--- config.mk ---
export PLATFORM = sky130hd
export DESIGN_NAME = task_launch_queue_flat
export DESIGN_NICKNAME = d
export VERILOG_FILES = /design/src/rtl/task_launch_queue_pkg.sv /design/src/rtl/task_launch_queue_if.sv /design/src/rtl/task_fifo_mem.sv /design/src/rtl/task_launch_queue.sv /design/src/flat_wrapper.sv
export SDC_FILE = /design/constraint.sdc
export NUM_CORES = 1
export LEC_CHECK = 0
export CAP_MARGIN = 20
export CORE_MARGIN = 5
export CORE_UTILIZATION = 55
export CTS_CLUSTER_SIZE = 24
export DETAILED_ROUTE_END_ITERATION = 6
export DONT_BUFFER_PORTS = 1
export PLACE_DENSITY = 0.7
export SLEW_MARGIN = 15
export SYNTH_ARGS = -nofsm -noshare
export SYNTH_HDL_FRONTEND = slang
export SYNTH_SLANG_ARGS = --single-unit
--- constraint.sdc ---
create_clock -name clk -period 7.1 [get_ports clk]
set_clock_uncertainty 0.2 [all_clocks]
set_input_delay 1.065 -clock clk [delete_from_list [all_inputs] [get_ports clk]]
set_output_delay 1.065 -clock clk [all_outputs]
set_load 0.05 [all_outputs]
--- src/rtl/task_launch_queue_pkg.sv ---
// Shared task-launch definitions used by the launch queue and the instruction fetcher.
// Latency: none (types, constants and a packing helper only).
// Backpressure: not applicable.
package task_launch_queue_pkg;

    localparam int CHAN_ID_SIZE       = 4;
    localparam int CHAN_SEL_SIZE      = CHAN_ID_SIZE - 1;
    localparam int THREAD_SEL_SIZE    = 2;
    localparam int OPERAND_SIZE       = 8;
    localparam int DEFAULT_DEPTH_LOG2 = 3;
    localparam int TASK_ENTRY_SIZE    = CHAN_SEL_SIZE + THREAD_SEL_SIZE + OPERAND_SIZE;

    // Thread 3 has no hardware context behind it; requests for it are rejected.
    localparam logic [THREAD_SEL_SIZE-1:0] THREAD_RESERVED = 2'd3;

    // One queued launch; the channel LSB has already been consumed by queue selection.
    typedef struct packed {
        logic [CHAN_SEL_SIZE-1:0]   chan;
        logic [THREAD_SEL_SIZE-1:0] thread;
        logic [OPERAND_SIZE-1:0]    operand;
    } task_entry_t;

    function automatic task_entry_t make_entry(
        input logic [CHAN_SEL_SIZE-1:0]   chan,
        input logic [THREAD_SEL_SIZE-1:0] thread,
        input logic [OPERAND_SIZE-1:0]    operand
    );
        task_entry_t e;
        e.chan    = chan;
        e.thread  = thread;
        e.operand = operand;
        return e;
    endfunction

endpackage

--- src/rtl/task_launch_queue_if.sv ---
// Request-side and fetcher-side signals of one task launch queue.
// Latency: wires only.
// Backpressure: req_accept/req_full toward the arbiter, next_task_ack from the fetcher.
interface task_launch_queue_if
    import task_launch_queue_pkg::*;
#(
    parameter int DEPTH_LOG2 = DEFAULT_DEPTH_LOG2
);

    // Arbiter side
    logic                       req_valid;
    logic [CHAN_ID_SIZE-1:0]    req_channel;
    logic [THREAD_SEL_SIZE-1:0] req_thread;
    logic [OPERAND_SIZE-1:0]    req_operand;
    logic                       req_accept;
    logic                       req_full;

    // Fetcher side
    logic [CHAN_SEL_SIZE-1:0]   next_task_channel;
    logic [THREAD_SEL_SIZE-1:0] next_task_thread;
    logic [OPERAND_SIZE-1:0]    next_task_operand;
    logic                       next_task_ready;
    logic                       next_task_ack;

    // Status
    logic [DEPTH_LOG2:0]        queue_count;
    logic                       thread_err;

    // The environment: arbiter plus fetcher.
    modport master (
        output req_valid, req_channel, req_thread, req_operand, next_task_ack,
        input  req_accept, req_full,
        input  next_task_channel, next_task_thread, next_task_operand, next_task_ready,
        input  queue_count, thread_err
    );

    // The queue itself.
    modport slave (
        input  req_valid, req_channel, req_thread, req_operand, next_task_ack,
        output req_accept, req_full,
        output next_task_channel, next_task_thread, next_task_operand, next_task_ready,
        output queue_count, thread_err
    );

endinterface

--- src/rtl/task_fifo_mem.sv ---
// Register-array storage for queued launch entries: one write port, async read.
// Latency: write lands at the clock edge; read is combinational from rd_ptr.
// Backpressure: none here; the caller only asserts wr_en when space exists.
module task_fifo_mem
    import task_launch_queue_pkg::*;
#(
    parameter int DEPTH_LOG2 = DEFAULT_DEPTH_LOG2,
    parameter int WIDTH      = TASK_ENTRY_SIZE
) (
    input  logic                  clk,
    input  logic                  reset,
    input  logic                  wr_en,
    input  logic [DEPTH_LOG2-1:0] wr_ptr,
    input  logic [WIDTH-1:0]      wr_data,
    input  logic [DEPTH_LOG2-1:0] rd_ptr,
    output logic [WIDTH-1:0]      rd_data
);

    localparam int DEPTH = 1 << DEPTH_LOG2;

    logic [WIDTH-1:0] mem [DEPTH];

    // Entry storage; cleared on reset so stale contents never reach simulation as X.
    always_ff @(posedge clk or posedge reset) begin
        if (reset) begin
            for (int i = 0; i < DEPTH; i++) begin
                mem[i] <= '0;
            end
        end else if (wr_en) begin
            mem[wr_ptr] <= wr_data;
        end
    end

    assign rd_data = mem[rd_ptr];

endmodule

--- src/rtl/task_launch_queue.sv ---
// Per-fetcher launch FIFO: keeps requests whose channel LSB equals QUEUE_SEL, show-ahead head.
// Latency: accepted in cycle N, visible at the head in cycle N+1.
// Backpressure: req_full blocks pushes (requester holds); next_task_ack pops the head.
module task_launch_queue
    import task_launch_queue_pkg::*;
#(
    parameter int DEPTH_LOG2 = DEFAULT_DEPTH_LOG2,
    parameter bit QUEUE_SEL  = 1'b0
) (
    input  logic                  clk,
    input  logic                  reset,
    task_launch_queue_if.slave    q
);

    localparam int DEPTH = 1 << DEPTH_LOG2;

    typedef logic [DEPTH_LOG2-1:0] ptr_t;
    typedef logic [DEPTH_LOG2:0]   cnt_t;

    ptr_t        wr_ptr;
    ptr_t        rd_ptr;
    ptr_t        wr_ptr_nxt;
    ptr_t        rd_ptr_nxt;
    cnt_t        count;
    cnt_t        count_nxt;
    logic        thread_err_q;
    logic        thread_err_nxt;

    logic        full;
    logic        not_empty;
    logic        match;
    logic        reserved;
    logic        push;
    logic        pop;

    task_entry_t                wr_entry;
    task_entry_t                head_entry;
    logic [TASK_ENTRY_SIZE-1:0] head_bits;

    // Flags come straight from the registered count.
    assign full      = (count == cnt_t'(DEPTH));
    assign not_empty = (count != '0);

    // Request decode: claim only our half of the channel space, never a reserved thread,
    // never while full. Pops with nothing queued are ignored.
    always_comb begin
        match    = 1'b0;
        reserved = 1'b0;
        push     = 1'b0;
        pop      = 1'b0;
        match    = q.req_valid && (q.req_channel[0] == QUEUE_SEL);
        reserved = match && (q.req_thread == THREAD_RESERVED);
        push     = match && !reserved && !full;
        pop      = q.next_task_ack && not_empty;
    end

    // Pointer, occupancy and error-flag next state.
    always_comb begin
        wr_ptr_nxt     = wr_ptr;
        rd_ptr_nxt     = rd_ptr;
        count_nxt      = count;
        thread_err_nxt = thread_err_q;
        if (push) begin
            wr_ptr_nxt = wr_ptr + 1'b1;
        end
        if (pop) begin
            rd_ptr_nxt = rd_ptr + 1'b1;
        end
        case ({push, pop})
            2'b10:   count_nxt = count + 1'b1;
            2'b01:   count_nxt = count - 1'b1;
            default: count_nxt = count;
        endcase
        // Sticky: set by a matching reserved-thread request even when full.
        if (reserved) begin
            thread_err_nxt = 1'b1;
        end
    end

    // State registers.
    always_ff @(posedge clk or posedge reset) begin
        if (reset) begin
            wr_ptr       <= '0;
            rd_ptr       <= '0;
            count        <= '0;
            thread_err_q <= 1'b0;
        end else begin
            wr_ptr       <= wr_ptr_nxt;
            rd_ptr       <= rd_ptr_nxt;
            count        <= count_nxt;
            thread_err_q <= thread_err_nxt;
        end
    end

    // The stored channel drops the LSB that selected this queue.
    assign wr_entry = make_entry(q.req_channel[CHAN_ID_SIZE-1:1], q.req_thread, q.req_operand);

    task_fifo_mem #(
        .DEPTH_LOG2 (DEPTH_LOG2),
        .WIDTH      (TASK_ENTRY_SIZE)
    ) u_mem (
        .clk     (clk),
        .reset   (reset),
        .wr_en   (push),
        .wr_ptr  (wr_ptr),
        .wr_data (wr_entry),
        .rd_ptr  (rd_ptr),
        .rd_data (head_bits)
    );

    assign head_entry = task_entry_t'(head_bits);

    // Head is show-ahead; data is forced to zero while nothing is queued.
    always_comb begin
        q.next_task_channel = '0;
        q.next_task_thread  = '0;
        q.next_task_operand = '0;
        if (not_empty) begin
            q.next_task_channel = head_entry.chan;
            q.next_task_thread  = head_entry.thread;
            q.next_task_operand = head_entry.operand;
        end
    end

    assign q.next_task_ready = not_empty;
    assign q.req_accept      = push;
    assign q.req_full        = full;
    assign q.queue_count     = count;
    assign q.thread_err      = thread_err_q;

endmodule

--- src/flat_wrapper.sv ---
// flat-port wrapper written by rule: the top's interface ports become plain ports
module task_launch_queue_flat import task_launch_queue_pkg::*;
#(
    parameter int DEPTH_LOG2 = DEFAULT_DEPTH_LOG2,
    parameter bit QUEUE_SEL  = 1'b0
)
  (clk, reset, q_req_valid, q_req_channel, q_req_thread, q_req_operand, q_next_task_ack, q_req_accept, q_req_full, q_next_task_channel, q_next_task_thread, q_next_task_operand, q_next_task_ready, q_queue_count, q_thread_err);
  task_launch_queue_if #(.DEPTH_LOG2(DEPTH_LOG2)) q_i ();
  input  logic clk;
  input  logic reset;
  input wire logic [$bits(q_i.req_valid)-1:0] q_req_valid;
  input wire logic [$bits(q_i.req_channel)-1:0] q_req_channel;
  input wire logic [$bits(q_i.req_thread)-1:0] q_req_thread;
  input wire logic [$bits(q_i.req_operand)-1:0] q_req_operand;
  input wire logic [$bits(q_i.next_task_ack)-1:0] q_next_task_ack;
  output wire logic [$bits(q_i.req_accept)-1:0] q_req_accept;
  output wire logic [$bits(q_i.req_full)-1:0] q_req_full;
  output wire logic [$bits(q_i.next_task_channel)-1:0] q_next_task_channel;
  output wire logic [$bits(q_i.next_task_thread)-1:0] q_next_task_thread;
  output wire logic [$bits(q_i.next_task_operand)-1:0] q_next_task_operand;
  output wire logic [$bits(q_i.next_task_ready)-1:0] q_next_task_ready;
  output wire logic [$bits(q_i.queue_count)-1:0] q_queue_count;
  output wire logic [$bits(q_i.thread_err)-1:0] q_thread_err;
  assign q_i.req_valid = q_req_valid;
  assign q_i.req_channel = q_req_channel;
  assign q_i.req_thread = q_req_thread;
  assign q_i.req_operand = q_req_operand;
  assign q_i.next_task_ack = q_next_task_ack;
  assign q_req_accept = q_i.req_accept;
  assign q_req_full = q_i.req_full;
  assign q_next_task_channel = q_i.next_task_channel;
  assign q_next_task_thread = q_i.next_task_thread;
  assign q_next_task_operand = q_i.next_task_operand;
  assign q_next_task_ready = q_i.next_task_ready;
  assign q_queue_count = q_i.queue_count;
  assign q_thread_err = q_i.thread_err;
  task_launch_queue #(.DEPTH_LOG2(DEPTH_LOG2), .QUEUE_SEL(QUEUE_SEL)) u_core (.clk(clk), .reset(reset), .q(q_i));
endmodule
# Word-level counts from Yosys, hierarchy flattened
# Cells that the tools add are included.
[classes]
addsub = 4
n_lt_le_gt_ge = 3
eq_ne = 4
muxes = 10
n_bitwise = 3
reduce_logical = 10
[ops]
columns = ["cell", "count"]
rows = [
  ["104-bit bitwise mux", 1],
  ["13-bit binary-select mux with 3-bit select", 1],
  ["13-bit demux with 3-bit select", 1],
  ["13-bit 2-to-1 mux", 3],
  ["4-bit >= comparator (second input constant)", 2],
  ["8-bit 2-to-1 mux", 1],
  ["3-bit inverter with 4-bit output", 2],
  ["4-bit case mux with 2 select lines", 1],
  ["3-bit by 1-bit adder with 3-bit output (second input constant)", 2],
  ["1-bit logical AND", 6],
  ["4-bit by 1-bit adder with 4-bit output (second input constant)", 1],
  ["2-bit == test (second input constant)", 2],
  ["4-bit == test (second input constant)", 1],
  ["4-bit by 1-bit less-than comparator with 1-bit output (second input constant)", 1],
  ["4-bit nonzero test", 1],
  ["4-bit by 1-bit subtractor with 4-bit output (second input constant)", 1],
  ["3-bit 2-to-1 mux", 1],
  ["2-bit by 1-bit == test with 1-bit output (second input constant)", 1],
  ["1-bit zero test", 2],
  ["2-bit 2-to-1 mux", 1],
  ["2-bit nonzero test", 1],
  ["1-bit inverter", 1],
]
[totals]
regBits = 115
input_bits = 18
output_inout_bits = 21
elab_cells = 46

# Longest topological paths before layout
# Gate-level depths: netlist of run 1.
[depth]
word_depth = 8
mapped_depth = 11
depth_no_buf = 9

# Cells and area by module
# Synthesis of run 1 repeated with hierarchy kept, for this count alone.
[unflattened]
cells_unflattened = 342
hier_area_um2 = 5511.5
[by_module_without_submodules]
columns = ["module", "n_inst", "cells_per_inst", "area_per_inst_um2"]
rows = [
  ["task_fifo_mem", 1, 271, 4785.8],
  ["task_launch_queue", 1, 71, 725.7],
]

# Least setup slack after synthesis of run 1
# OpenSTA, ideal clock, no wires.
[synth_timing]
path_kind = "reg-to-output"
startpoint = "register u_core.count[1] (netlist: u_core.q.queue_count[1])"
endpoint = "output q_next_task_channel[0]"
t_arrival_ns = 2.427
t_required_ns = 5.835
path_slack_ns = 3.408
path_stages_with_launch = 7
cell_sequence = "dfrtp_1 > buf_6 > or4_1 > clkbuf_1 > and2_1 > buf_2 > a22o_1"
[synth_between]
elab_chain_len = 2
[synth_lines]
columns = ["item", "line_no", "rtl"]
rows = [
  ["start, declared", "task_launch_queue.sv:24", "cnt_t count;"],
  ["start signal, assigned", "task_launch_queue.sv:90", "count <= count_nxt;"],
  ["4-bit nonzero test", "task_launch_queue.sv:42", "assign not_empty = (count != '0);"],
  ["via q_next_task_ready", "flat_wrapper.sv:21", "output wire logic [$bits(q_i.next_task_ready)-1:0] q_next_task_ready;"],
  ["3-bit 2-to-1 mux", "task_launch_queue.sv:118", "if (not_empty) begin"],
  ["end, declared", "flat_wrapper.sv:18", "output wire logic [$bits(q_i.next_task_channel)-1:0] q_next_task_channel;"],
]
# The timed path passes the listed nets, and every way through them passes these cells.

# Worst setup path in the final report of run 1
[layout_timing]
startpoint = "register u_core.count[1] (netlist: u_core.q.queue_count[1])"
endpoint = "output q_next_task_operand[5]"
[layout_between]
elab_chain_len = 2
[layout_lines]
columns = ["item", "line_no", "rtl"]
rows = [
  ["4-bit nonzero test", "task_launch_queue.sv:42", ""],
  ["via q_next_task_ready", "flat_wrapper.sv:21", ""],
  ["8-bit 2-to-1 mux", "task_launch_queue.sv:118", ""],
  ["end, declared", "flat_wrapper.sv:20", "output wire logic [$bits(q_i.next_task_operand)-1:0] q_next_task_operand;"],
]
# The timed path passes the listed nets, and every way through them passes these cells.

==> results of run 1 <==
## final cells by class
class	instances	area [µm²]	share of cell area
flip-flops and latches	115	2880	0.457
well taps	136	170	0.0270
multi-input cells	200	2560	0.406
clock buffers	22	453	0.0718
inverters	6	37.5	0.00595
repair buffers	7	52.6	0.00833
clock inverters	10	155	0.0246
## worst paths after layout
| kind | cells past startpoint | endpoint | slack, ns | from |
|---|---|---|---|---|
| max | 4 | q_next_task_operand[5] | 2.54 | u_core.q.queue_count[1] |
| min | 1 | u_core.u_mem.mem[47] | 0.29 | u_core.u_mem.mem[47] |
| max reg2reg | 7 | u_core.q.queue_count[3] | 3.57 | u_core.q.queue_count[0] |
| min reg2reg | 1 | u_core.u_mem.mem[47] | 0.29 | u_core.u_mem.mem[47] |
| max in group asynchronous | 2 | u_core.u_mem.mem[32] | 5.14 | reset |
| min in group asynchronous | 1 | u_core.u_mem.mem[84] | 0.35 | reset |
## routing by layer
layer  up-vias  global-route usage  wire (µm)
met1      1615               0.264       5090
li1       1315                   -          -
met5         -                   0          0
met3        13              0.0625        391
met2        42               0.322       5530
met4         0              0.0633        174
## metrics by stage
| step | std cells | util | total power, mW | cell area [µm²] | worst slack (ns) |
|---|---|---|---|---|---|
| 2_1_floorplan | 347 | - | 2.37 | 5670 | 2.79 |
| 3_3_place_gp | 464 | 0.559 | 2.52 | 5700 | 3.09 |
| 3_5_place_dp | 464 | 0.559 | 2.57 | 5700 | 3.05 |
| 4_1_cts | 496 | 0.619 | 3.46 | 6300 | 2.49 |
| 5_1_grt | 496 | 0.619 | 3.61 | 6300 | 2.44 |
| 6_report | 496 | 0.619 | 3.42 | 6300 | 2.54 |
## worst max-delay path, cell delays in order, from the launching register on
cell and delay, ns:
dfrtp_1 0.77, or4_1 0.58, nor2b_1 0.64, buf_4 0.31
a22o_1 0.48
## report_power, final
part           switching, mW  total [mW]  leakage, nW  internal (mW)
logic                  0.639        1.28         1.07          0.645
registers              0.295        1.27         1.43          0.971
clock network          0.284       0.869        0.295          0.585
total                   1.22        3.42         2.80           2.20
## kinds of logic (layout without fill, tap and decap cells)
logic type / count (synthesis) / after routing / share of synthesized area
AOI/OAI and AO/OA: 20 / 20 / 0.0296
xor gates and xnor gates: 7 / 7 / 0.0108
adders and majority gates: 5 / 5 / 0.0110
buffers and inverters: 32 / 45 / 0.0413
DFF: 115 / 115 / 0.508
muxes: 134 / 134 / 0.344
and+or+nand+nor: 34 / 34 / 0.0556
## cell usage in the layout, fill, tap and decap left out, types with 5 or more instances in the layout
master     count
a22o_1        13
buf_4          7
clkbuf_16     16
dfrtp_1      114
ha_1           5
mux2_2        63
mux2_4        40
mux4_2        26
xnor2_1        6
## sequential cells by signal, summed over array words and instances, names as in the netlist
signal,cells
u_core.rd_ptr,3
u_core.wr_ptr,3
u_core.u_mem.mem,104
u_core.q.thread_err,1
u_core.q.queue_count,4
==> metrics.cfg, run 1 <==
[status]
run_status = complete, no violations

[timing]
tightestPinTransition_ns = 0.986
max_slew_margin = 0.343
totalNegativeSetupSlack_ns = 0
unrepaired_setup_endpoints_after_global_routing = no
timing.final.max_slew_violations = 0
hold_slack_ns = 0.290
setup_viol = 0
hold_violations = 0
fmax_mhz = 219
fin_crit_sh = 0.642
fin_crit_ns = 4.56

[pwr]
ir_worst_vdd_uv = 289
power_leakage_nw = 2.80
p_per_area_nw_per_um2 = 542

[clocking]
cts_buffers = 17
clk-insertion-delay-late_ns = 0.51
holdBufCountCts = 0
clk_pin_slew_worst_paths_ns = 0.06
ctsResizeCount = 0
cts.root.buffer_cell = clkbuf_8
cts_max_path_buffers = 2
postCtsSetupRepairBufs = 0
tritoncts_clock_tree = done
clock_tree.htree_level_count = 4
clock_sinks = 115

[floorplan]
floorplan.core_area_um2 = 10200
die_area_um2 = 12400
floorplan.rows = 37
dieWidth_um = 112
io-pin-count = 39
die-height_um = 112
start_util = 0.557

[synth]
synth_cells = 347
syn_avg_cell_area_um2 = 16.3
synth_top_area_cell = dfrtp_1
yosysUniqueCellTypes = 40
synth_edf_count = 0
netlist_area_um2 = 5670
postSynthNetCount = 370
synth_commonest_cells = 115 x dfrtp_1, 63 x mux2_2, 40 x mux2_4, 26 x mux4_2, 13 x a22o_1
ys_dominant_reg_cell = dfrtp_1
yosys_register_bits = 115
synth_top_area_frac = 0.508
synth_seq_area_share = 0.508
synth_warnings = 0
yosys-top-cells-area = dfrtp_1 51%, mux2_2 13%, mux2_4 11%, mux4_2 10%, a22o_1 2.0%
async_flop_share = 1.00
synth_most_common_cell = dfrtp_1

[setup_path]
worstSetupEndpointType = output port
data_arrival_time_at_the_worst_slack_endpoint_ns = 3.30
timing.setup.critical_path_class = reg2out
crit_required_ns = 5.83
nature_of_the_critical_path_startpoint = flop
crit_path_max_fanout = 9

[finish]
share_of_final_layout_standard_cells_stronger_than_drive_strength_1 = 0.503
finalNetCount = 370
antenna-diode-count = 0
final.fill_count = 762
area_growth_from_synthesis_to_layout_pct = 11.2

[global_routing]
grt_antenna_before_repair = 0
grt_pass1_wl_um = 19200
first_global_vias = 3381
total_routing_usage_gr = 0.201
largest_net_degree_at_the_start_of_global_routing = 60
grt_overflow_total = 0

[routing]
drt-initial-drc-count = 134
firstDrtPassIters = 4
drt.antenna.violating_nets = 0
wirelength_um = 11200
vias = 2985
drc = 0
wl_per_cell_um = 22.6
post_drt_via_cell_ratio = 6.02

[min_path]
worst_hold_path_type = reg2reg

[flow_run]
cap_viol_max_count = 0

[place]
place_hpwl_um = 6840
gp_routability_congestion = 0.713
numPortBuffers = 0

Power figures use the tool's default switching activity.
==> inputs of run 2 (changes only) <==
PLACE_DENSITY = 0.73   (was 0.7)
clock period = 4 ns   (was 7.1 ns; I/O delays follow)
==> metrics.cfg, run 2 (synthesis gave the netlist of run 1 again) <==
[status]
run_status = complete, no violations

[timing]
setup_viol = 0
fin_crit_ns = 3.67
totalNegativeSetupSlack_ns = 0
hold_violations = 0
unrepaired_setup_endpoints_after_global_routing = no
timing.final.max_slew_violations = 0
tightestPinTransition_ns = 0.830
fmax_mhz = 272
max_slew_margin = 0.447
fin_crit_sh = 0.918

[routing]
drt.antenna.violating_nets = 0
wl_per_cell_um = 23.0
met2_wirelength_um = 5940
drc = 0
routed-wl-met3_um = 638
wl_met1_um = 5130
post_drt_via_cell_ratio = 6.03
firstDrtPassIters = 4
highest_metal_layer_used_by_the_detailed_router = met4
drt-initial-drc-count = 169
wirelength_um = 11800
vias = 3101

[clocking]
tritoncts_clock_tree = done
ctsResizeCount = 0
clock_tree.htree_level_count = 4
cts_buffers = 17
cts.root.buffer_cell = clkbuf_8
cts_max_path_buffers = 2
clk-insertion-delay-late_ns = 0.51
clock_sinks = 115
clk_pin_slew_worst_paths_ns = 0.06

[finish]
final.fill_count = 726
finalNetCount = 388
ff_latch_area_um2 = 2880
final_util = 0.640
multi_input_comb_area_um2 = 2560
share_of_final_layout_standard_cells_stronger_than_drive_strength_1 = 0.532
area_growth_from_synthesis_to_layout_pct = 14.9
antenna-diode-count = 0
most_common_cell_after_layout_fill_and_taps_aside = dfrtp_1
number_of_flip_flops_under_the_largest_register_name = 104
most-common-layout-cells = 114 x dfrtp_1, 63 x mux2_2, 40 x mux2_4
regMostFlops = u_core.u_mem.mem

[floorplan]
die_area_um2 = 12400
start_util = 0.557
floorplan.core_area_um2 = 10200
die-height_um = 112
dieWidth_um = 112
floorplan.rows = 37
io-pin-count = 39

[setup_path]
nature_of_the_critical_path_startpoint = flop
timing.setup.critical_path_class = reg2out
crit_required_ns = 3.20
data_arrival_time_at_the_worst_slack_endpoint_ns = 2.87
worstSetupEndpointType = output port
crit_path_max_fanout = 13

[pwr]
power_leakage_nw = 2.92
clockPowerShare = 0.261
comb_power_share = 0.399
ir_worst_vdd_uv = 501
power.share.switching = 0.353
p_per_area_nw_per_um2 = 1000
internal_power_of_the_cells_mw = 4.21
sequential_share_of_power = 0.340
net-switching-power_mw = 2.30

[place]
place_hpwl_um = 6710
gp_routability_congestion = 0.714
numPortBuffers = 0

[global_routing]
first_global_vias = 3366
grt_overflow_total = 0
grt_antenna_before_repair = 0
grt_pass1_wl_um = 19100
total_routing_usage_gr = 0.202
largest_net_degree_at_the_start_of_global_routing = 69

[flow_run]
cap_viol_max_count = 0

[min_path]
worst_hold_path_type = in2reg

==> run 2: cell types whose count changed in the layout (fill, tap and decap cells not counted) <==
| cell | previous run | this run |
|---|---|---|
| clkbuf_1 | 3 | 0 |
| clkinv_2 | 4 | 1 |
| clkbuf_8 | 3 | 1 |
| buf_12 | 0 | 1 |
| dlygate4sd3_1 | 0 | 1 |
| inv_6 | 0 | 3 |
| clkinv_4 | 0 | 3 |
| buf_4 | 7 | 23 |
| bufinv_16 | 4 | 6 |
==> run 2: worst paths after layout <==
check                                         from                       to  slack, ns  cells after the start
max                        u_core.q.queue_count[1]   q_next_task_channel[0]       0.33                      4
min                                q_req_thread[0]     u_core.u_mem.mem[47]       0.02                      1
max reg2reg                u_core.q.queue_count[1]  u_core.q.queue_count[3]       0.67                      6
min reg2reg                  u_core.u_mem.mem[102]    u_core.u_mem.mem[102]       0.30                      1
max in group asynchronous                    reset     u_core.u_mem.mem[70]       2.21                      3
min in group asynchronous                    reset  u_core.q.queue_count[2]       0.53                      2
==> run 2: what timing repair did <==
action	in CTS	in global routing
hold buffers	1	0
endpoints found under the setup margin	0	0
buffers inserted	0	0
endpoints found under the hold margin	66	0
==> run 2: final cells by class <==
cell class                 count  area share
clock inverter                15      0.0388
tap                          136      0.0261
multi-input combinational    200       0.393
timing repair buffer          25      0.0311
clock buffer                  17      0.0636
sequential                   115       0.442
inverter                       6     0.00576
==> run 2: power by group through the flow <==
stage	clock network [mW]	registers (mW)	logic, mW
2_1_floorplan	0	2.01	2.19
3_3_place_gp	0	2.15	2.55
3_5_place_dp	0	2.19	2.59
4_1_cts	1.72	2.20	2.63
5_1_grt	1.79	2.28	2.75
6_report	1.70	2.21	2.60
==> run 2: per-layer routing <==
| metal | global-route usage | vias to the layer above |
|---|---|---|
| met5 | 0 | - |
| met1 | 0.259 | 1671 |
| met2 | 0.333 | 69 |
| met4 | 0.0633 | 0 |
| li1 | - | 1348 |
| met3 | 0.0592 | 13 |
==> run 2: critical path, stage by stage (launching register included) <==
cell and delay [ns]:
dfrtp_1 0.63, or4_1 0.70, and2_1 0.47, a22o_1 0.35, buf_4 0.20
==> run 2: per-stage QoR <==
step / worst slack, ns / instances / cell area [µm²] / total power [mW] / hold WS [ns]
floorplan: 0.156 / 347 / 5670 / 4.20 / 0.259
global placement: 0.787 / 481 / 5840 / 4.70 / 0.272
detailed placement: 0.696 / 481 / 5840 / 4.79 / 0.280
CTS: 0.307 / 514 / 6510 / 6.55 / 0.00114
global route: 0.256 / 514 / 6510 / 6.81 / 0.00508
finish: 0.329 / 514 / 6510 / 6.51 / 0.0232
